$ cat src/rtl/pipeline_types.sv
// Shared types and default timing constants for the WS2812 receive pipeline.
// Holds the bit decoder -> shift register handoff struct and the default
// cycle counts (50 MHz i_clk) used by bit_decoder.
package pipeline_types;

   // Default cycle constants at 50 MHz
   localparam int unsigned THRESH_CYC_DEF   = 30;    // 0.6 us: high width decoded as 1
   localparam int unsigned RESET_CYC_DEF    = 2500;  // 50 us: low width marking frame reset
   localparam int unsigned MAX_HIGH_CYC_DEF = 100;   // 2 us: high width treated as line error
   localparam int unsigned MIN_HIGH_CYC_DEF = 5;     // glitch-reject width (optional filter)

   // Handoff from bit_decoder to shift_register
   typedef struct packed {
      logic valid_strobe;  // one-cycle pulse: a bit was decoded
      logic decode_bit;    // decoded value, meaningful only with valid_strobe
      logic treset;        // one-cycle pulse: frame reset (long low) seen
   } shift_reg_input_t;

   // Narrow an integer cycle parameter to the 16-bit counter width
   function automatic logic [15:0] to_cyc16(input int unsigned value);
      logic [31:0] wide;
      wide = value;
      return wide[15:0];
   endfunction

   // Increment a 16-bit counter, holding it once it reaches limit
   function automatic logic [15:0] sat_inc16(input logic [15:0] cnt,
                                             input logic [15:0] limit);
      logic [15:0] result;
      if (cnt < limit) begin
         result = cnt + 16'd1;
      end else begin
         result = cnt;
      end
      return result;
   endfunction

endpackage

$ cat src/rtl/din_synchronizer.sv
// Two-flop synchronizer bringing the raw asynchronous WS2812 line into the
// i_clk domain. Both flops clear to 0 on reset.
module din_synchronizer (
   input  logic i_clk,
   input  logic i_reset_n,
   input  logic i_din,
   output logic din_s
);

   logic meta_r;

   // Two-stage resynchronisation of the serial line
   always_ff @(posedge i_clk or negedge i_reset_n) begin
      if (!i_reset_n) begin
         meta_r <= 1'b0;
         din_s  <= 1'b0;
      end else begin
         meta_r <= i_din;
         din_s  <= meta_r;
      end
   end

endmodule

$ cat src/rtl/bit_decoder.sv
// WS2812 bit decoder: measures synchronized high/low widths of the serial
// line and emits one strobe per bit (1 when high >= THRESH_CYC), a frame
// reset pulse after RESET_CYC low cycles, and an error pulse for highs that
// last MAX_HIGH_CYC cycles.
// Optional build macro: BIT_DECODER_GLITCH_FILTER_EN -- highs shorter than
// MIN_HIGH_CYC are dropped silently and the low period keeps counting.
module bit_decoder
   import pipeline_types::*;
#(
   parameter int unsigned THRESH_CYC   = THRESH_CYC_DEF,
   parameter int unsigned RESET_CYC    = RESET_CYC_DEF,
   parameter int unsigned MAX_HIGH_CYC = MAX_HIGH_CYC_DEF,
   parameter int unsigned MIN_HIGH_CYC = MIN_HIGH_CYC_DEF
) (
   input  logic             i_clk,
   input  logic             i_reset_n,
   input  logic             i_din,
   output shift_reg_input_t o_shift_reg,
   output logic             o_bit_err
);

   typedef enum logic [1:0] {
      ST_LOW  = 2'd0,
      ST_HIGH = 2'd1,
      ST_ERR  = 2'd2
   } state_t;

   localparam logic [15:0] THRESH_W = to_cyc16(THRESH_CYC);
   localparam logic [15:0] RESET_W  = to_cyc16(RESET_CYC);
   localparam logic [15:0] MAX_W    = to_cyc16(MAX_HIGH_CYC);
   localparam logic [15:0] MIN_W    = to_cyc16(MIN_HIGH_CYC);

`ifdef BIT_DECODER_GLITCH_FILTER_EN
   localparam logic FILTER_EN = 1'b1;
`else
   localparam logic FILTER_EN = 1'b0;
`endif

   logic             din_s;
   logic             din_d_r;
   logic [1:0]       fill_cnt_r;
   logic             primed_s;
   logic             rise_s;
   logic             fall_s;
   logic             glitch_s;

   state_t           state_r;
   state_t           state_s;
   logic [15:0]      low_cnt_r;
   logic [15:0]      low_cnt_s;
   logic [15:0]      high_cnt_r;
   logic [15:0]      high_cnt_s;

   logic             strobe_s;
   logic             bit_s;
   logic             treset_s;
   logic             err_s;

   shift_reg_input_t shift_reg_r;
   logic             bit_err_r;

   din_synchronizer u_sync (
      .i_clk     (i_clk),
      .i_reset_n (i_reset_n),
      .i_din     (i_din),
      .din_s     (din_s)
   );

   // Delayed copy of the synchronized line plus a fill counter: din_d only
   // holds a real line sample three edges after reset, so edges seen before
   // that are artefacts of the cleared pipeline (a line already high at
   // reset release must not look like a rise).
   always_ff @(posedge i_clk or negedge i_reset_n) begin
      if (!i_reset_n) begin
         din_d_r    <= 1'b0;
         fill_cnt_r <= 2'd0;
      end else begin
         din_d_r <= din_s;
         if (fill_cnt_r != 2'd3) begin
            fill_cnt_r <= fill_cnt_r + 2'd1;
         end
      end
   end

   assign primed_s = (fill_cnt_r == 2'd3);
   assign rise_s   = din_s & ~din_d_r & primed_s;
   assign fall_s   = ~din_s & din_d_r;
   assign glitch_s = FILTER_EN & (high_cnt_r < MIN_W);

   // Next-state, counter and pulse decode for the LOW/HIGH/ERR machine
   always_comb begin
      state_s    = state_r;
      low_cnt_s  = low_cnt_r;
      high_cnt_s = high_cnt_r;
      strobe_s   = 1'b0;
      bit_s      = 1'b0;
      treset_s   = 1'b0;
      err_s      = 1'b0;

      case (state_r)
         ST_LOW: begin
            if (rise_s) begin
               // The rise cycle is the first high cycle; the low count is
               // kept so a filtered glitch can resume it.
               high_cnt_s = 16'd1;
               state_s    = ST_HIGH;
            end else begin
               low_cnt_s = sat_inc16(low_cnt_r, RESET_W);
               if (low_cnt_r == (RESET_W - 16'd1)) begin
                  treset_s = 1'b1;
               end else begin
                  treset_s = 1'b0;
               end
            end
         end

         ST_HIGH: begin
            // A fall wins over the error check in the same cycle
            if (fall_s) begin
               state_s = ST_LOW;
               if (glitch_s) begin
                  low_cnt_s = low_cnt_r;
               end else begin
                  low_cnt_s = 16'd1;
                  strobe_s  = 1'b1;
                  bit_s     = (high_cnt_r >= THRESH_W);
               end
            end else if (high_cnt_r >= MAX_W) begin
               state_s = ST_ERR;
               err_s   = 1'b1;
            end else begin
               high_cnt_s = high_cnt_r + 16'd1;
            end
         end

         ST_ERR: begin
            if (!din_s) begin
               state_s   = ST_LOW;
               low_cnt_s = 16'd1;
            end else begin
               state_s = ST_ERR;
            end
         end

         default: begin
            state_s    = ST_LOW;
            low_cnt_s  = 16'd0;
            high_cnt_s = 16'd0;
         end
      endcase
   end

   // State and width counters
   always_ff @(posedge i_clk or negedge i_reset_n) begin
      if (!i_reset_n) begin
         state_r    <= ST_LOW;
         low_cnt_r  <= 16'd0;
         high_cnt_r <= 16'd0;
      end else begin
         state_r    <= state_s;
         low_cnt_r  <= low_cnt_s;
         high_cnt_r <= high_cnt_s;
      end
   end

   // Registered single-cycle output pulses
   always_ff @(posedge i_clk or negedge i_reset_n) begin
      if (!i_reset_n) begin
         shift_reg_r.valid_strobe <= 1'b0;
         shift_reg_r.decode_bit   <= 1'b0;
         shift_reg_r.treset       <= 1'b0;
         bit_err_r                <= 1'b0;
      end else begin
         shift_reg_r.valid_strobe <= strobe_s;
         shift_reg_r.decode_bit   <= bit_s;
         shift_reg_r.treset       <= treset_s;
         bit_err_r                <= err_s;
      end
   end

   assign o_shift_reg = shift_reg_r;
   assign o_bit_err   = bit_err_r;

endmodule

$ cat config.mk
export PLATFORM = sky130hd
export DESIGN_NAME = bit_decoder
export DESIGN_NICKNAME = d
export VERILOG_FILES = /design/src/rtl/pipeline_types.sv /design/src/rtl/din_synchronizer.sv /design/src/rtl/bit_decoder.sv
export SDC_FILE = /design/constraint.sdc
export NUM_CORES = 1
export LEC_CHECK = 0
export ABC_AREA = 1
export BUFFER_PORTS_ARGS = -buffer_cell sky130_fd_sc_hd__buf_2
export CAP_MARGIN = 5
export CORE_ASPECT_RATIO = 0.5
export CORE_MARGIN = 8
export CORE_UTILIZATION = 65
export DETAILED_ROUTE_END_ITERATION = 12
export PLACE_DENSITY = 0.83
export REMOVE_ABC_BUFFERS = 1
export SETUP_SLACK_MARGIN = 0.15
export SLEW_MARGIN = 20
export SYNTH_ARGS = -nofsm -noshare
export SYNTH_HDL_FRONTEND = slang
export SYNTH_SLANG_ARGS = --single-unit
$ cat constraint.sdc
create_clock -name i_clk -period 3.29 [get_ports i_clk]
set_input_delay 0.1645 -clock i_clk [delete_from_list [all_inputs] [get_ports i_clk]]
set_output_delay 0.1645 -clock i_clk [all_outputs]
set_load 0.005 [all_outputs]
# --- Yosys cells after proc, flatten, opt, wreduce, memory -nomap -nowiden ---
# Cells that the tools add are included.
word_totals:
  output_inout_bits: 4
  reg_bits: 43
  wordCells: 64
  input_bits: 3
op_classes:
  n_bitwise: 6
  n_addsub: 3
  n_lt_le_gt_ge: 3
  n_eq_ne: 13
  reduce_logical: 4
  muxes: 24
op_table:
  columns: ["op", "count"]
  rows:
  - ["$mux W16", 7]
  - ["$pmux W16 S3", 2]
  - ["$add A16 B1 Y16 const B", 2]
  - ["$eq A16 B12 Y1 const B", 1]
  - ["$ge A16 B5 Y1 const B", 1]
  - ["$ge A16 B7 Y1 const B", 1]
  - ["$lt A16 B12 Y1 const B", 1]
  - ["$ne A2 B2 Y1 const B", 8]
  - ["$mux W1", 10]
  - ["$mux W2", 4]
  - ["$reduce_and A4 Y1", 2]
  - ["$pmux W2 S3", 1]
  - ["$eq A2 B2 Y1 const B", 2]
  - ["$and A1 B1 Y1", 3]
  - ["$ne A3 B3 Y1 const B", 1]
  - ["$not A1 Y1", 3]
  - ["$add A2 B1 Y2 const B", 1]
  - ["$eq A2 B1 Y1 const B", 1]
  - ["$logic_not A2 Y1", 1]
  - ["$reduce_and A2 Y1", 1]

# --- Depth between registers and ports, before layout ---
# Gate-level depths: netlist of the first run.
depth:
  word_depth: 5
  mapped_depth: 12
  ltp_nobuf: 10

# --- By module ---
# Synthesis of the first run repeated with hierarchy kept, for this count alone.
hier_totals:
  cells_unflattened: 304
  hier_area_um2: 2374.8
modules_own_cells:
  columns: ["mod", "cells_per_inst", "seq_area_each_um2", "n_inst", "area_each_um2"]
  rows:
  - ["bit_decoder", 302, 1026.0, 1, 2324.7]
  - ["din_synchronizer", 2, 50.0, 1, 50.0]

# --- Worst setup path before layout of the first run ---
# No wires, ideal clock.
synth_path:
  kind: "reg-to-reg"
  start: "register state_r[0]"
  end: "register high_cnt_r[3]"
  stages_incl_launch_ff: 11
  t_required_ns: 3.172
  arrival_ns: 1.454
  period_less_slack_ns: 1.571
  setup_ns: 0.118
  slack_ns: 1.719
  path_buffers: 2
  cell_sequence: "dfrtp_1 inv_1 ha_1 buf_4 inv_2 nor2_1 nor3_2 nand2_4 buf_8 nand2_1 o21ai_2"
synth_via:
  elab_chain_len: 3
  word_cells_on_any_way: 9
  cone_classes: "eq/ne (5); mux (1); bitwise (1); reduce/logical (2)"
synth_rtl:
  columns: ["item", "line", "source"]
  rows:
  - ["start, declared", "bit_decoder.sv:47", "state_t state_r;"]
  - ["start signal, assigned", "bit_decoder.sv:160", "state_r <= state_s;"]
  - ["$eq A2 B1 Y1 (tied with other cells)", "bit_decoder.sv:100", "case (state_r)"]
  - ["$ne A2 B2 Y1 (no line) or $not A1 Y1 (tied branches)", null, null]
  - ["$reduce_and A4 Y1 (no line)", null, null]
  - ["end signal, assigned", "bit_decoder.sv:162", "high_cnt_r <= high_cnt_s;"]
  - ["end, declared", "bit_decoder.sv:51", "logic [15:0] high_cnt_r;"]
# Several ways; a longest one is shown, not always the timed one.
# A chain may end at the register's enable or synchronous reset.

# --- Final worst setup path of the first run ---
layout_path:
  start: "register state_r[1]"
  end: "register low_cnt_r[11]"
layout_via:
  elab_chain_len: 3
  word_cells_on_any_way: 9
  cone_classes: "eq/ne (6); mux (1); reduce/logical (2)"
layout_rtl:
  columns: ["item", "line", "source"]
  rows:
  - ["$eq A2 B2 Y1 (tied with other cells)", "bit_decoder.sv:100", null]
  - ["$ne A2 B2 Y1 (no line)", null, null]
  - ["$reduce_and A4 Y1 (no line)", null, null]
  - ["end signal, assigned", "bit_decoder.sv:161", "low_cnt_r <= low_cnt_s;"]
  - ["end, declared", "bit_decoder.sv:49", "logic [15:0] low_cnt_r;"]
# Several ways; a longest one is shown, not always the timed one.

==> flow_summary.yaml, run 1 <==
synth:
  async_flop_share_pct: 100
  yosys.area.top_type: "dfrtp_1"
  yosys-top-cells-area: "dfrtp_1, nand2_1, nor2_1"
  synth-main-ff-cell: "dfrtp_1"
  yosysSeqAreaShare_pct: 46.6
  synth_edf_count: 0
  ys_ff_latch: 43
  ys_warn_count: 0
  synth_top_family_by_area: "simple AND/OR/NAND/NOR gates"
  synthCells: 293
  synth_top_cell_area_share_pct: 46.6
  synth_area_um2: 2310
  synth-compound-area-share_pct: 7.31
  synthAdderAreaFrac_pct: 4.33
  synth.area.mux_share_pct: 0.487
  synthSimpleGateAreaFrac_pct: 31.2
  synth_cell_type_count: 32
  synth_xor_xnor_area_share_pct: 0.758
  synth.avg_cell_area_um2: 7.89
critical_path:
  crit_required_ns: 3.48
  critPathMaxStageDelay_ns: 0.42
  cp_max_fo: 20
  cp_cell_sequence: "inv_1 -> ha_1 -> nand2_1 -> nand2_1 -> nor2_1 -> nand3_1 -> nand2_1 -> nand3_1 -> nand2_1"
  crit_type: "flip-flop to flip-flop"
  path_common_cell: "nand2_1"
  cp-end-kind: "flip-flop"
  cp-start-kind: "flip-flop"
  slowest_stage: "dfrtp_1"
  arrival_ns: 2.23
clock_tree:
  holdBufCountCts: 1
  post_cts_resize_count: 0
  cts_buffers: 5
  cts_max_path_buffers: 2
  cts.sink_count: 43
  post-cts-setup-buffer-count: 0
  htree_levels: 2
  path_clk_slew_ns: 0.09
  clk_latency_ns: 0.31
  cts_tree: "yes"
  root_buffer: "clkbuf_8"
global_route:
  grt.total_usage_pct: 16.7
  grt_pass1_vias: 1775
  grt_pass1_wl_um: 7710
  grt_overflow: 0
  antenna_found_initial: 0
  grt_max_degree: 44
sta:
  fin_crit_sh_pct: 61.9
  hold_viol: 7
  drv_slew: 0
  finalSetupViolCount: 0
  whs_ns: -0.00196
  fin_ws_ns: 1.26
  worst_pin_slew_ns: 0.936
  timing.slew.headroom_pct: 37.6
  tns_ns: 0
  rsz0062_at_grt: "no"
  fin_crit_ns: 2.03
  clock_skew_ns: 0.0123
  fmax_ghz: 0.491
run_status:
  violations: "negative hold slack"
  outcome: "finished, violations left"
drt:
  num_vias: 1797
  drt_iter0_markers: 106
  drc: 0
  viasPerCell: 5.11
  wire_per_inst_um: 11.7
  drt_wl_total_um: 4110
  antenna_left: 0
  dr.pass1.iters: 4
final_layout:
  areaGrowthSynthToFinish_pct: 5.96
  antenna_cells: 0
  multi_input_area_um2: 1020
  seqCellArea_um2: 1080
  drive_above_1_share_pct: 12.0
  layout.nets: 311
  num-fill-cells: 271
die:
  ios: 7
  start_util_pct: 67.7
  dieHeight_um: 58.2
  core_um2: 3420
  num_rows: 15
  chipWidth_um: 100
  die_area_um2: 5830
pwr:
  power_density_nw_per_um2: 596
  power_leakage_uw: 0.00121
  peakVddDrop_v: 0.000275
placement:
  finalWeightedCongestion: 0.872
  dp.final_hpwl_um: 2930
  place_ws_ns: 1.27
  io_buffers: 6
flow_run:
  maxCapViolations: 0
min_path:
  worstHoldPathType: "input port to asynchronous set/reset pin"
-- worst max-delay path, delay by kind of cell (launching register included) --
family | cells | cell delay, ns
flops | 1 | 0.42
simple gates | 7 | 1.07
buf+inv | 1 | 0.09
fa+ha+maj | 1 | 0.33
-- layout by cell type (no fill, tap or decap), types with 2 or more instances in the layout --
| cell type | Yosys | routed |
|---|---|---|
| a21o_1 | 2 | 2 |
| a21oi_1 | 5 | 5 |
| buf_2 | 3 | 6 |
| clkbuf_8 | 0 | 5 |
| clkinv_4 | 0 | 2 |
| dfrtp_1 | 43 | 43 |
| ha_1 | 8 | 8 |
| inv_1 | 37 | 37 |
| inv_2 | 2 | 2 |
| nand2_1 | 72 | 72 |
| nand2_2 | 2 | 2 |
| nand3_1 | 32 | 32 |
| nand4_1 | 5 | 5 |
| nor2_1 | 44 | 44 |
| nor2_2 | 2 | 2 |
| nor3_1 | 2 | 2 |
| o21ai_0 | 5 | 5 |
| o21ai_1 | 3 | 3 |
| o21ai_2 | 7 | 7 |
| or2_2 | 4 | 4 |
-- metal layers --
| layer | track usage [%] | vias to the layer above | wire, um |
|---|---|---|---|
| met2 | 26.3 | 39 | 1810 |
| met1 | 20.7 | 817 | 2020 |
| met4 | 8.94 | 0 | 74 |
| li1 | - | 934 | - |
| met5 | 0 | - | 0 |
| met3 | 4.30 | 7 | 209 |
-- synthesized netlist by cell type, drive strengths merged (2+ instances only) --
cell	instances
a21oi	5
or2	4
nand2	75
a21o	2
nor3	3
inv	40
nand4	5
o21ai	15
nand3	32
ha	8
dfrtp	43
nor2	46
buf	7
-- stage by stage --
step	instance area [um2]	cells	total power, uW	utilization (%)	hold slack [ns]
5_1_grt	2450	352	1570	71.7	0.0719
4_1_cts	2450	352	1470	71.7	0.0254
6_report	2450	352	1460	71.7	-0.00196
3_5_place_dp	2340	343	1120	68.6	0.274
2_1_floorplan	2250	286	1000	-	-0.131
3_3_place_gp	2340	343	1100	68.6	0.273
-- final cells by class --
type	count	area share (%)
tap	51	2.61
timing repair buffer	7	1.64
clock inverter	3	1.02
sequential	43	43.9
clock buffer	5	2.81
inverter	40	6.34
multi-input combinational	203	41.6
-- power by group --
| part | internal [uW] | total, uW | switching, uW |
|---|---|---|---|
| registers | 574 | 635 | 60.6 |
| clock network | 152 | 349 | 197 |
| logic | 135 | 476 | 341 |
| total | 862 | 1460 | 599 |
-- worst paths after layout --
path / from / endpoint / slack (ns) / cells after the start
max reg2reg: state_r[1] / low_cnt_r[11] / 1.26 / 9
min in group i_clk: u_sync.meta_r / u_sync.din_s / 0.35 / 0
max in group asynchronous: i_reset_n / o_shift_reg[2] / 2.71 / 1
max: state_r[1] / low_cnt_r[11] / 1.26 / 9
min reg2reg: u_sync.meta_r / u_sync.din_s / 0.35 / 0
min: i_reset_n / low_cnt_r[8] / -0.002 / 1
-- logic make-up (layout without fill, tap and decap cells) --
logic type,after synthesis,in the layout
and+or+nand+nor,167,167
buffers and inverters,47,55
DFF,43,43
AOI/OAI and AO/OA,25,25
adders and majority gates,8,8
xor gates and xnor gates,2,2
muxes,1,1
Power figures use the tool's default switching activity.
==> run 2: changes to the inputs <==
--- a/config.mk
+++ b/config.mk
@@ -10,9 +10,9 @@
 export CAP_MARGIN = 5
 export CORE_ASPECT_RATIO = 0.5
 export CORE_MARGIN = 8
-export CORE_UTILIZATION = 65
+export CORE_UTILIZATION = 55
 export DETAILED_ROUTE_END_ITERATION = 12
-export PLACE_DENSITY = 0.83
+export PLACE_DENSITY = 0.75
 export REMOVE_ABC_BUFFERS = 1
 export SETUP_SLACK_MARGIN = 0.15
 export SLEW_MARGIN = 20
==> constraint.sdc (replaced) <==
create_clock -name i_clk -period 1.7 [get_ports i_clk]
set_input_delay 0.085 -clock i_clk [delete_from_list [all_inputs] [get_ports i_clk]]
set_output_delay 0.085 -clock i_clk [all_outputs]
set_load 0.005 [all_outputs]
==> run 2 against run 1 <==
Against the previous run:
- count of clock-buffer cells in the layout unchanged
- maximum frequency up 31%
- the run now ends clean
- core utilization down 1.0 points
- global-route usage down 1.7 points
- clock power up 100%
- worst hold slack better by 0.34 ns
- clock skew down 0.0019 ns
- first-iteration DRC count up 15%
- design area up 14%
- combinational power rose to 3.5 times the previous value
- flip-flop and latch count unchanged
- sequential power up 95%
==> flow_summary.yaml, run 2 (synthesized netlist as in run 1, its figures left out) <==
run_status:
  outcome: "complete, no violations"
flow_run:
  maxCapViolations: 0
clock_tree:
  path_clk_slew_ns: 0.10
  htree_levels: 2
  root_buffer: "clkbuf_8"
  cts_buffers: 5
  cts_max_path_buffers: 2
  cts_tree: "yes"
  clk_latency_ns: 0.31
  cts.sink_count: 43
pwr:
  power_density_nw_per_um2: 1280
  power_leakage_uw: 0.00136
  peakVddDrop_v: 0.000544
drt:
  wire_per_inst_um: 13.8
  viasPerCell: 5.29
  antenna_left: 0
  drt_iter0_markers: 122
  num_vias: 1984
  drc: 0
  dr.pass1.iters: 4
  drt_wl_total_um: 5180
global_route:
  grt_pass1_vias: 1817
  grt.met1_usage_pct: 18.0
  grt.busiest_layer: "met2"
  grt_pass1_wl_um: 7890
  grt_overflow: 0
  grt.total_usage_pct: 15.0
  antenna_found_initial: 0
  grtUsageMet3_pct: 3.81
  use_met2_pct: 25.2
  grt_max_degree: 30
sta:
  drv_slew: 0
  clock_skew_ns: 0.0104
  fin_crit_sh_pct: 91.3
  timing.slew.headroom_pct: 55.8
  fin_crit_ns: 1.55
  hold_viol: 0
  worst_pin_slew_ns: 0.663
  tns_ns: 0
  rsz0062_at_grt: "yes"
  fmax_ghz: 0.645
  finalSetupViolCount: 0
die:
  num_rows: 16
  ios: 7
  chipWidth_um: 108
  core_um2: 3960
  die_area_um2: 6660
  start_util_pct: 58.3
  dieHeight_um: 61.8
final_layout:
  layout.nets: 331
  fin_util_pct: 70.6
  mostFrequentLayoutCell: "nand2_1"
  mostFrequentLayoutCells: "nand2_1, dfrtp_1, nor2_1"
  drive_above_1_share_pct: 26.2
  antenna_cells: 0
  areaGrowthSynthToFinish_pct: 21.2
  num-fill-cells: 293
critical_path:
  cp-start-kind: "flip-flop"
  cp-end-kind: "flip-flop"
  rr_worst_depth: 11
  crit_type: "flip-flop to flip-flop"
  cp_max_fo: 9
  worstReg2RegEnd: "low_cnt_r[8]"
  arrival_ns: 1.75
  r2r_slack_ns: 0.15
  timing.rr.start: "state_r[0]"
  crit_required_ns: 1.90
placement:
  io_buffers: 6
  dp.final_hpwl_um: 3280
  finalWeightedCongestion: 0.886
min_path:
  worstHoldPathType: "input port to asynchronous set/reset pin"
run 2: cell count changes in the layout (fill, tap and decap cells not counted), moves of 3 or more:
| cell | change |
|---|---|
| nand2_4 | +3 |
| ha_4 | +3 |
| ha_1 | -5 |
| nand2_8 | +3 |
| buf_4 | +11 |
| nand2_1 | -17 |
| nand2_2 | +13 |
| nor2_1 | -3 |
| nor2_2 | +3 |
run 2: worst max path at each step:
stage | from | end | cells after the start | slack, ns
CTS | state_r[1] | low_cnt_r[8] | 11 | 0.16
floorplan | state_r[1] | low_cnt_r[2] | 10 | -0.004
finish | state_r[0] | low_cnt_r[8] | 11 | 0.15
global route | state_r[0] | low_cnt_r[10] | 11 | 0.06
detailed placement | state_r[1] | high_cnt_r[11] | 8 | 0.11
global placement | state_r[0] | low_cnt_r[9] | 10 | 0.13
run 2: worst max-delay path, stage by stage (launching register included):
cell     delay [ns]
dfrtp_1        0.43
inv_2          0.08
ha_4           0.16
nand2_2        0.08
nand2_2        0.07
nor2_2         0.13
nand3_2        0.10
nand2_4        0.12
buf_12         0.13
inv_8          0.05
nand2_2        0.04
nand2_1        0.05
run 2: where the power goes:
group,internal [uW],switching (uW),leakage [uW]
Combinational,667,985,0.000746
Clock,294,407,0.0000408
Sequential,1110,125,0.000573
Total,2070,1520,0.00136
run 2: what timing repair did:
action                     4_1_cts  5_1_grt
gates resized for setup          3       43
pin swaps                        0       15
setup endpoints to repair       21       31
hold buffers                     2        0
gates cloned                     0        5
setup buffers                    2        4
hold endpoints to repair        28        0
run 2: final cells by class:
type | instances | area (um2) | share of cell area, %
multi-input combinational | 205 | 1190 | 42.4
sequential | 43 | 1080 | 38.5
inverter | 40 | 165 | 5.90
timing repair inverter | 1 | 6.26 | 0.223
tap | 54 | 67.6 | 2.41
clock inverter | 3 | 23.8 | 0.849
clock buffer | 5 | 68.8 | 2.46
timing repair buffer | 24 | 205 | 7.33
run 2: stage by stage:
stage                     total power [uW]  std cells  area, um2  hold slack (ns)  setup slack [ns]
after global placement                2300        354       2420            0.128             0.135
after floorplan                       1940        286       2250           -0.211          -0.00448
after global routing                  3790        375       2800            0.361            0.0550
after detailed placement              2340        354       2420            0.151             0.115
final                                 3590        375       2800            0.334             0.149
after CTS                             3080        366       2560            0.349             0.163
run 2: metal layers:
metal,vias up,wire length [um]
li1,982,-
met1,941,2230
met2,51,2590
met3,10,271
met4,0,82
met5,-,0
